<file path="src/rtl/spi_mem_master.sv">
// spi_mem_master
// Host-side SPI master that turns one memory request at a time into the
// two-frame protocol of the SPI-slave/RAM wrapper: an address frame followed
// by a data frame. Read data is shifted in from MISO after a fixed latency
// and handed back on a one-cycle response strobe.
//
// Ports:
//   clk        system clock, all logic on posedge
//   rst_n      asynchronous active-low reset
//   req_valid  request present
//   req_ready  controller idle, request accepted when req_valid && req_ready
//   req_write  1 = write, 0 = read
//   req_addr   RAM address
//   req_wdata  write data, ignored for reads
//   rsp_valid  one-cycle pulse carrying read data
//   rsp_rdata  read data, held until the next rsp_valid
//   op_done    one-cycle pulse at the end of every request
//   SS_n       slave select to the wrapper, active low
//   MOSI       serial data to the wrapper
//   MISO       serial data from the wrapper
module spi_mem_master #(
   parameter int READ_LAT = 2
) (
   input  logic       clk,
   input  logic       rst_n,
   input  logic       req_valid,
   output logic       req_ready,
   input  logic       req_write,
   input  logic [7:0] req_addr,
   input  logic [7:0] req_wdata,
   output logic       rsp_valid,
   output logic [7:0] rsp_rdata,
   output logic       op_done,
   output logic       SS_n,
   output logic       MOSI,
   input  logic       MISO
);

   localparam logic [2:0] S_IDLE    = 3'd0;
   localparam logic [2:0] S_CMD     = 3'd1;
   localparam logic [2:0] S_SHIFT   = 3'd2;
   localparam logic [2:0] S_RD_WAIT = 3'd3;
   localparam logic [2:0] S_CAPTURE = 3'd4;
   localparam logic [2:0] S_GAP     = 3'd5;

   localparam logic [3:0] LAT_LAST = 4'(READ_LAT - 1);

   logic [2:0] r_state;
   logic       r_write;
   logic [7:0] r_addr;
   logic [7:0] r_wdata;
   logic       r_frameIdx;
   logic [3:0] r_bitCnt;
   logic [3:0] r_waitCnt;
   logic [7:0] r_cap;
   logic [7:0] r_rdata;

   logic [9:0] w_frame;
   logic [3:0] w_bitIdx;
   logic       w_mosi;
   logic       w_lastGap;

   // The frame word is rebuilt from the latched request and the frame index,
   // so nothing on the req_* inputs can disturb a transaction once accepted.
   always_comb begin
      w_frame = 10'h000;
      case ({r_write, r_frameIdx})
         2'b10:   w_frame = {2'b00, r_addr};
         2'b11:   w_frame = {2'b01, r_wdata};
         2'b00:   w_frame = {2'b10, r_addr};
         default: w_frame = {2'b11, 8'h00};
      endcase
   end

   // CMD repeats the top bit, then SHIFT walks the word MSB first.
   // MOSI is forced low in every other state, including while deselected.
   assign w_bitIdx = 4'd9 - r_bitCnt;

   always_comb begin
      w_mosi = 1'b0;
      case (r_state)
         S_CMD:   w_mosi = w_frame[9];
         S_SHIFT: w_mosi = w_frame[w_bitIdx];
         default: w_mosi = 1'b0;
      endcase
   end

   // Outputs decode straight from the registered state so that an
   // asynchronous reset drives them to their idle values immediately.
   assign w_lastGap = (r_state == S_GAP) && r_frameIdx;
   assign req_ready = (r_state == S_IDLE);
   assign SS_n      = (r_state == S_IDLE) || (r_state == S_GAP);
   assign MOSI      = w_mosi;
   assign op_done   = w_lastGap;
   assign rsp_valid = w_lastGap && !r_write;
   assign rsp_rdata = rsp_valid ? r_cap : r_rdata;

   // Main sequencer: accepts a request, plays the address and data frames,
   // waits out the read latency, captures the returned byte, and separates
   // frames with a one-cycle deselect gap.
   always_ff @(posedge clk or negedge rst_n) begin
      if (!rst_n) begin
         r_state    <= S_IDLE;
         r_write    <= 1'b0;
         r_addr     <= 8'h00;
         r_wdata    <= 8'h00;
         r_frameIdx <= 1'b0;
         r_bitCnt   <= 4'd0;
         r_waitCnt  <= 4'd0;
         r_cap      <= 8'h00;
         r_rdata    <= 8'h00;
      end else begin
         case (r_state)
            S_IDLE: begin
               if (req_valid) begin
                  r_write    <= req_write;
                  r_addr     <= req_addr;
                  r_wdata    <= req_wdata;
                  r_frameIdx <= 1'b0;
                  r_bitCnt   <= 4'd0;
                  r_state    <= S_CMD;
               end
            end
            S_CMD: begin
               r_bitCnt <= 4'd0;
               r_state  <= S_SHIFT;
            end
            S_SHIFT: begin
               if (r_bitCnt == 4'd9) begin
                  r_bitCnt  <= 4'd0;
                  r_waitCnt <= 4'd0;
                  r_state   <= (w_frame[9:8] == 2'b11) ? S_RD_WAIT : S_GAP;
               end else begin
                  r_bitCnt <= r_bitCnt + 4'd1;
               end
            end
            S_RD_WAIT: begin
               if (r_waitCnt == LAT_LAST) begin
                  r_waitCnt <= 4'd0;
                  r_bitCnt  <= 4'd0;
                  r_state   <= S_CAPTURE;
               end else begin
                  r_waitCnt <= r_waitCnt + 4'd1;
               end
            end
            S_CAPTURE: begin
               r_cap <= {r_cap[6:0], MISO};
               if (r_bitCnt == 4'd7) begin
                  r_bitCnt <= 4'd0;
                  r_state  <= S_GAP;
               end else begin
                  r_bitCnt <= r_bitCnt + 4'd1;
               end
            end
            S_GAP: begin
               if (!r_frameIdx) begin
                  r_frameIdx <= 1'b1;
                  r_state    <= S_CMD;
               end else begin
                  r_frameIdx <= 1'b0;
                  r_state    <= S_IDLE;
                  if (!r_write) begin
                     r_rdata <= r_cap;
                  end
               end
            end
            default: r_state <= S_IDLE;
         endcase
      end
   end

endmodule

</file>
<file path="config.mk">
export PLATFORM = sky130hd
export DESIGN_NAME = spi_mem_master
export DESIGN_NICKNAME = d
export VERILOG_FILES = /design/src/rtl/spi_mem_master.sv
export SDC_FILE = /design/constraint.sdc
export NUM_CORES = 1
export LEC_CHECK = 0
export CORE_ASPECT_RATIO = 0.8
export CORE_MARGIN = 2
export CORE_UTILIZATION = 49
export CTS_CLUSTER_DIAMETER = 100
export DETAILED_ROUTE_END_ITERATION = 8
export PLACE_DENSITY = 0.77
export SLEW_MARGIN = 20
export SYNTH_ARGS = -nofsm -noshare
export SYNTH_HDL_FRONTEND = slang
export SYNTH_SLANG_ARGS = --single-unit
</file>
<file path="constraint.sdc">
create_clock -name clk -period 1.6 [get_ports clk]
set_input_delay 0.32 -clock clk [delete_from_list [all_inputs] [get_ports clk]]
set_output_delay 0.32 -clock clk [all_outputs]
set_load 0.03 [all_outputs]
</file>
==> flow_summary.toml, run 1 <==
[status]
status = "finished with violations"
violations = "setup timing"

[die]
chipWidth_um = 82.8
boundaryPins = 34
core-area_mm2 = 0.00468
rows = 22
die_height_um = 67
start_util_pct = 52.0
die_area_mm2 = 0.00554

[worst_setup_path]
critPathMaxStageDelay_ps = 410
crit_chain = "inv_2, buf_2, a221oi_2, a31oi_1, nand3b_1, a311oi_4, buf_6"
cp_max_fo = 4
start_kind = "flip-flop"
endpoint_kind = "output port"
crit_buf_inv = 3
cp_data_arrival_time_ps = 1970
crit_required_ps = 1280
crit_family = "compound AO/OA/AOI/OAI gates"
critPathSlowestCell = "dfrtp_1"
critPathKind = "reg -> out"

[yosys]
synth_area_mm2 = 0.00243
yosysWarnings = 0
synth_edf_count = 0
yosys_most_used_dff = "dfrtp_1"
synthArstFlopShare_pct = 100
synth_area_per_cell_um2 = 11.3
ys_types = 45
syn-instance-count = 216
yosysSeqAreaShare_pct = 46.3
syn_nets = 242
ys_seq_elements = 45

[clock_tree]
cts_buffers = 5
clkLatencyLatePin_ps = 300
clock-sinks = 45
cts-root-buf = "clkbuf_8"
cts_buffer_depth = 2
cts_tree = "done"
htreeDepth = 2
clk_pin_slew_ps = 90

[routing]
wl_per_cell_um = 19.5
wirelength_um = 7170
vias = 2129
vias_per_cell = 5.80
drt-initial-drc-count = 179
drtPass1Iterations = 5
drtAntennaViolNets = 0
drc = 0

[sta]
slew_violations = 0
finalSetupViolations = 33
fin_skew_ps = 10.2
hold_violations = 0
worst_pin_slew_ps = 321
layout_setup_ws_ps = -690
rsz0062_at_grt = "yes"
post-route-period-util_pct = 143
fmax_ghz = 0.437
period_minus_slack_ps = 2290
slew_headroom_pct = 78.6

[placement]
routabilityCongestion = 0.853
dpl.hpwl_um = 3580
io_buffers = 33
dp_slack_ps = -471

[pwr]
swShare_pct = 39.7
power.total_mw = 6.86
power.share.clock_pct = 12.7
pwr-share-seq_pct = 29.6
power.density_mw_per_mm2 = 1890
vdd_drop_max_mv = 1.17
p_int_mw = 4.14
power.switching_mw = 2.72
combPwrFrac_pct = 57.6
p_leak_nw = 1.73

[layout]
final_util_pct = 77.4
syn_to_final_growth_pct = 48.9
drive_gt1_share_pct = 47.6
antenna_cells = 0
nets = 332

[hold_path]
hold_class = "in -> async"

[global_route]
grt_overflow = 0
grt_usage_pct = 25.0
antenna_found_initial = 0
grt_pass1_wl_um = 10100
grt_pass1_vias = 2093
grt_max_degree = 46

[run]
cap_violations = 0
## power groups by stage
stage / clock (mW) / combinational, mW / sequential (mW)
global route: 0.932 / 4.16 / 2.08
global placement: 0 / 2.82 / 1.94
detailed placement: 0 / 2.92 / 1.96
CTS: 0.877 / 3.37 / 1.97
floorplan: 0 / 2.02 / 1.88
finish: 0.873 / 3.96 / 2.03
## area by class of cell
type                    count  area [µm²]
flip-flops and latches     45        1130
fillers                   268        1060
clock buffers               5        68.8
inverters                   9        38.8
multi-input cells         155        1340
well taps                  60        75.1
repair buffers             90         923
clock inverters             3        46.3
## worst paths after layout
check                      slack, ps  depth (start not counted)       start          to
max                             -690                          7  r_frameIdx        MOSI
min                              510                          3       rst_n  r_wdata[1]
max reg2reg                     -160                          9     r_write  r_rdata[5]
min reg2reg                      520                          1  r_rdata[0]  r_rdata[0]
max in group asynchronous        840                          3       rst_n  r_state[2]
min in group clk                 520                          1  r_rdata[0]  r_rdata[0]
## repair_timing
item | in CTS | in global routing
setup endpoints to repair | 32 | 46
hold buffers | 1 | 0
setup buffers | 18 | 9
pin swaps | 15 | 15
gates cloned | 3 | 1
hold endpoints to repair | 36 | 0
gates resized for setup | 91 | 37
## state kept, by name, summed over array words and instances (netlist names)
name and cells:
r_state 3, r_bitCnt 4, r_addr 8, r_waitCnt 4
r_wdata 8, r_frameIdx 1, r_write 1, r_cap 8
r_rdata 8
## Yosys cell counts (2+ instances only)
library cell	count	share of area [%]
a21o_1	2	0.62
a21oi_1	8	1.6
a221oi_1	2	0.72
a221oi_2	2	1.2
a22o_1	2	0.72
a31oi_1	5	1.3
and2_1	3	0.77
buf_2	2	0.41
buf_6	5	2.3
dfrtp_1	45	46
ha_1	5	2.6
inv_1	7	1.1
mux2_1	8	3.7
mux2_2	7	3.2
mux2_4	17	10
nand2_1	46	7.1
nand2b_1	2	0.51
nand3_1	2	0.41
nand3b_1	2	0.62
nor2_1	7	1.1
nor2b_1	2	0.51
o21ai_0	9	1.9
o31ai_1	2	0.62
xor2_1	3	1.1
## placed cells by master (no fill, tap or decap), types with 2 or more instances in the layout
cell type,synthesis,final
nand2b_1,2,2
buf_2,2,2
a221oi_2,2,4
nor2_1,7,6
dfrtp_2,0,5
a21o_1,2,2
mux2_4,17,27
inv_1,7,5
xor2_1,3,3
o31ai_1,2,2
buf_12,1,3
o21ai_1,1,6
a21oi_1,8,8
nand2_2,1,5
clkbuf_8,0,5
a22o_1,2,2
ha_1,5,3
buf_6,5,32
ha_4,0,2
nand3_4,1,2
buf_4,0,30
clkdlybuf4s50_1,0,19
inv_2,1,3
o21ai_0,9,4
mux2_2,7,5
a31oi_1,5,4
and2_4,0,2
nor2b_1,2,2
nand3b_1,2,2
dfrtp_1,45,40
nand2_1,46,42
nand3_1,2,2
## per-stage QoR
step	setup TNS, ps	hold WS [ps]	cells	cell area [µm²]
4_1_cts	-4590	499	362	3450
3_5_place_dp	-4590	316	333	3050
6_report	-4980	514	367	3620
3_3_place_gp	-4190	313	333	3050
5_1_grt	-6680	541	367	3620
2_1_floorplan	-1120	24.4	216	2470
## tightest hold or removal path: stages
cell and delay [ps]:
dlygate4sd3_1 520, buf_2 120, buf_12 230
## routing by layer
metal,vias to the layer above,track usage [%],part of all wire [%]
met5,-,0,0
met3,27,5.42,6.7
met2,102,40.2,48
met4,0,8.40,2.7
met1,1063,33.4,42
li1,937,-,-
## kinds of logic after synthesis
logic type      after synthesis  synth area share, %
simple gates                 77                 16.5
flops                        45                 46.3
compound gates               37                 11.0
mux                          32                 17.4
buf+inv                      17                 5.04
fa+ha+maj                     5                 2.57
xor+xnor                      3                 1.08
Power figures use the tool's default switching activity.
==> inputs of run 2 (changes only) <==
--- a/config.mk
+++ b/config.mk
@@ -7,10 +7,12 @@
 export LEC_CHECK = 0
 export CORE_ASPECT_RATIO = 0.8
 export CORE_MARGIN = 2
-export CORE_UTILIZATION = 49
+export CORE_UTILIZATION = 50
 export CTS_CLUSTER_DIAMETER = 100
 export DETAILED_ROUTE_END_ITERATION = 8
-export PLACE_DENSITY = 0.77
+export DONT_BUFFER_PORTS = 1
+export PLACE_DENSITY = 0.69
+export REMOVE_ABC_BUFFERS = 1
 export SLEW_MARGIN = 20
 export SYNTH_ARGS = -nofsm -noshare
 export SYNTH_HDL_FRONTEND = slang
==> run 2 against run 1 <==
Against the previous run:
- critical endpoint unchanged
- highest routed layer unchanged
- clock skew is 1.6 ps lower
- design area is 9.4% lower
- die area is 1.9% lower
- clock power is 7.7% lower
- worst hold slack worse by 390 ps
- clock-buffer cell count is 2 higher
- combinational power is 11% lower
- via count is 14% lower
- largest power group unchanged
- the flow still finishes with violations (setup timing)
- setup slack better by 130 ps
==> flow_summary.toml, run 2 (synthesized netlist as in run 1, its figures left out) <==
[clock_tree]
clkLatencyLatePin_ps = 300
cts_buffers = 5
cts_buffer_depth = 2
htreeDepth = 2
cts_tree = "done"
clk_pin_slew_ps = 90
cts-root-buf = "clkbuf_8"
clock-sinks = 45

[pwr]
power.density_mw_per_mm2 = 1950
vdd_drop_max_mv = 0.953
power.total_mw = 6.40
p_leak_nw = 1.57

[global_route]
grt_pass1_wl_um = 8640
antenna_found_initial = 0
grt_pass1_vias = 1760
grt_overflow = 0
grt_usage_pct = 21.3
grt_max_degree = 46

[routing]
vias_per_cell = 5.55
drc = 0
vias = 1830
drt-initial-drc-count = 133
wirelength_um = 5780
drtAntennaViolNets = 0
wl_per_cell_um = 17.5
drtPass1Iterations = 4

[status]
status = "finished with violations"
violations = "setup timing"

[sta]
rsz0062_at_grt = "yes"
slew_violations = 0
post-route-period-util_pct = 135
layout_setup_ws_ps = -558
fin_skew_ps = 8.54
worst_pin_slew_ps = 393
tns_ps = -6800
fmax_ghz = 0.463
slew_headroom_pct = 73.8
finalSetupViolations = 32
period_minus_slack_ps = 2160
hold_slack_ps = 124
hold_violations = 0

[worst_setup_path]
crit_chain = "and2_4, nand2_4, a31oi_4, nand3_2, a311oi_2, buf_4"
crit_family = "compound AO/OA/AOI/OAI gates"
cp_max_fo = 8
critPathSlowestCell = "dfrtp_1"
reg2reg_from = "r_frameIdx"
worstSetupStartpoint = "r_frameIdx"
crit_required_ps = 1280
crit_buf_inv = 1
start_kind = "flip-flop"
critPathMaxStageDelay_ps = 400
critPathKind = "reg -> out"
endpoint_kind = "output port"
cp_data_arrival_time_ps = 1840

[layout]
layout_commonest_cell = "dfrtp_1"
final_area_mm2 = 0.00328
layout_common_cells = "dfrtp_1 (42), nand2_1 (41), mux2_4 (26)"
drive_gt1_share_pct = 47.4
nets = 295
antenna_cells = 0
syn_to_final_growth_pct = 34.9
fill_cells = 312

[die]
boundaryPins = 34
die_height_um = 66.4
core-area_mm2 = 0.00462
rows = 22
die_area_mm2 = 0.00544
chipWidth_um = 82.0
start_util_pct = 52.6

[placement]
dp_slack_ps = -320
place_area_mm2 = 0.00267
dpl.hpwl_um = 3160
io_buffers = 0
routabilityCongestion = 0.754

[run]
cap_violations = 0

[hold_path]
hold_class = "in -> reg"
min_from = "MISO"
## run 2: stage by stage
stage          util (%)  instances
5_1_grt            70.9        330
4_1_cts            65.1        319
6_report           70.9        330
2_1_floorplan         -        208
3_3_place_gp       57.8        300
3_5_place_dp       57.8        300
## run 2: worst paths after layout
kind | end | slack (ps) | cells after the start
max | MOSI | -560 | 6
min | r_cap[0] | 120 | 2
max reg2reg | r_rdata[4] | -190 | 9
min reg2reg | r_rdata[1] | 520 | 1
max in group asynchronous | r_state[2] | 850 | 2
min in group asynchronous | r_addr[6] | 510 | 2
## run 2: metal layers
metal	wire [µm]	global-route usage (%)	vias to the layer above
met3	349	5.05	19
met4	170	4.79	0
li1	-	-	869
met1	2610	30.3	893
met5	0	0	-
met2	2650	32.9	49
## run 2: what timing repair did
action / in CTS / in global routing
endpoints found under the hold margin: 45 / 0
gates resized for setup: 30 / 42
gates cloned: 3 / 1
hold buffers: 2 / 0
setup buffers: 6 / 13
pin swaps: 14 / 22
endpoints found under the setup margin: 31 / 50
## run 2: where the power goes
group	total, mW	internal, mW	leakage [nW]	switching [mW]
clock network	0.806	0.399	0.0549	0.407
registers	2.05	1.60	0.571	0.454
logic	3.54	1.86	0.944	1.68
## run 2: final cells by class
| class | count | area (µm²) | area share [%] |
|---|---|---|---|
| repair inverters | 1 | 6.26 | 0.191 |
| inverters | 9 | 43.8 | 1.34 |
| clock buffers | 7 | 96.3 | 2.94 |
| multi-input cells | 155 | 1370 | 41.6 |
| flip-flops and latches | 45 | 1130 | 34.5 |
| repair buffers | 52 | 554 | 16.9 |
| clock inverters | 1 | 8.76 | 0.267 |
| well taps | 60 | 75.1 | 2.29 |
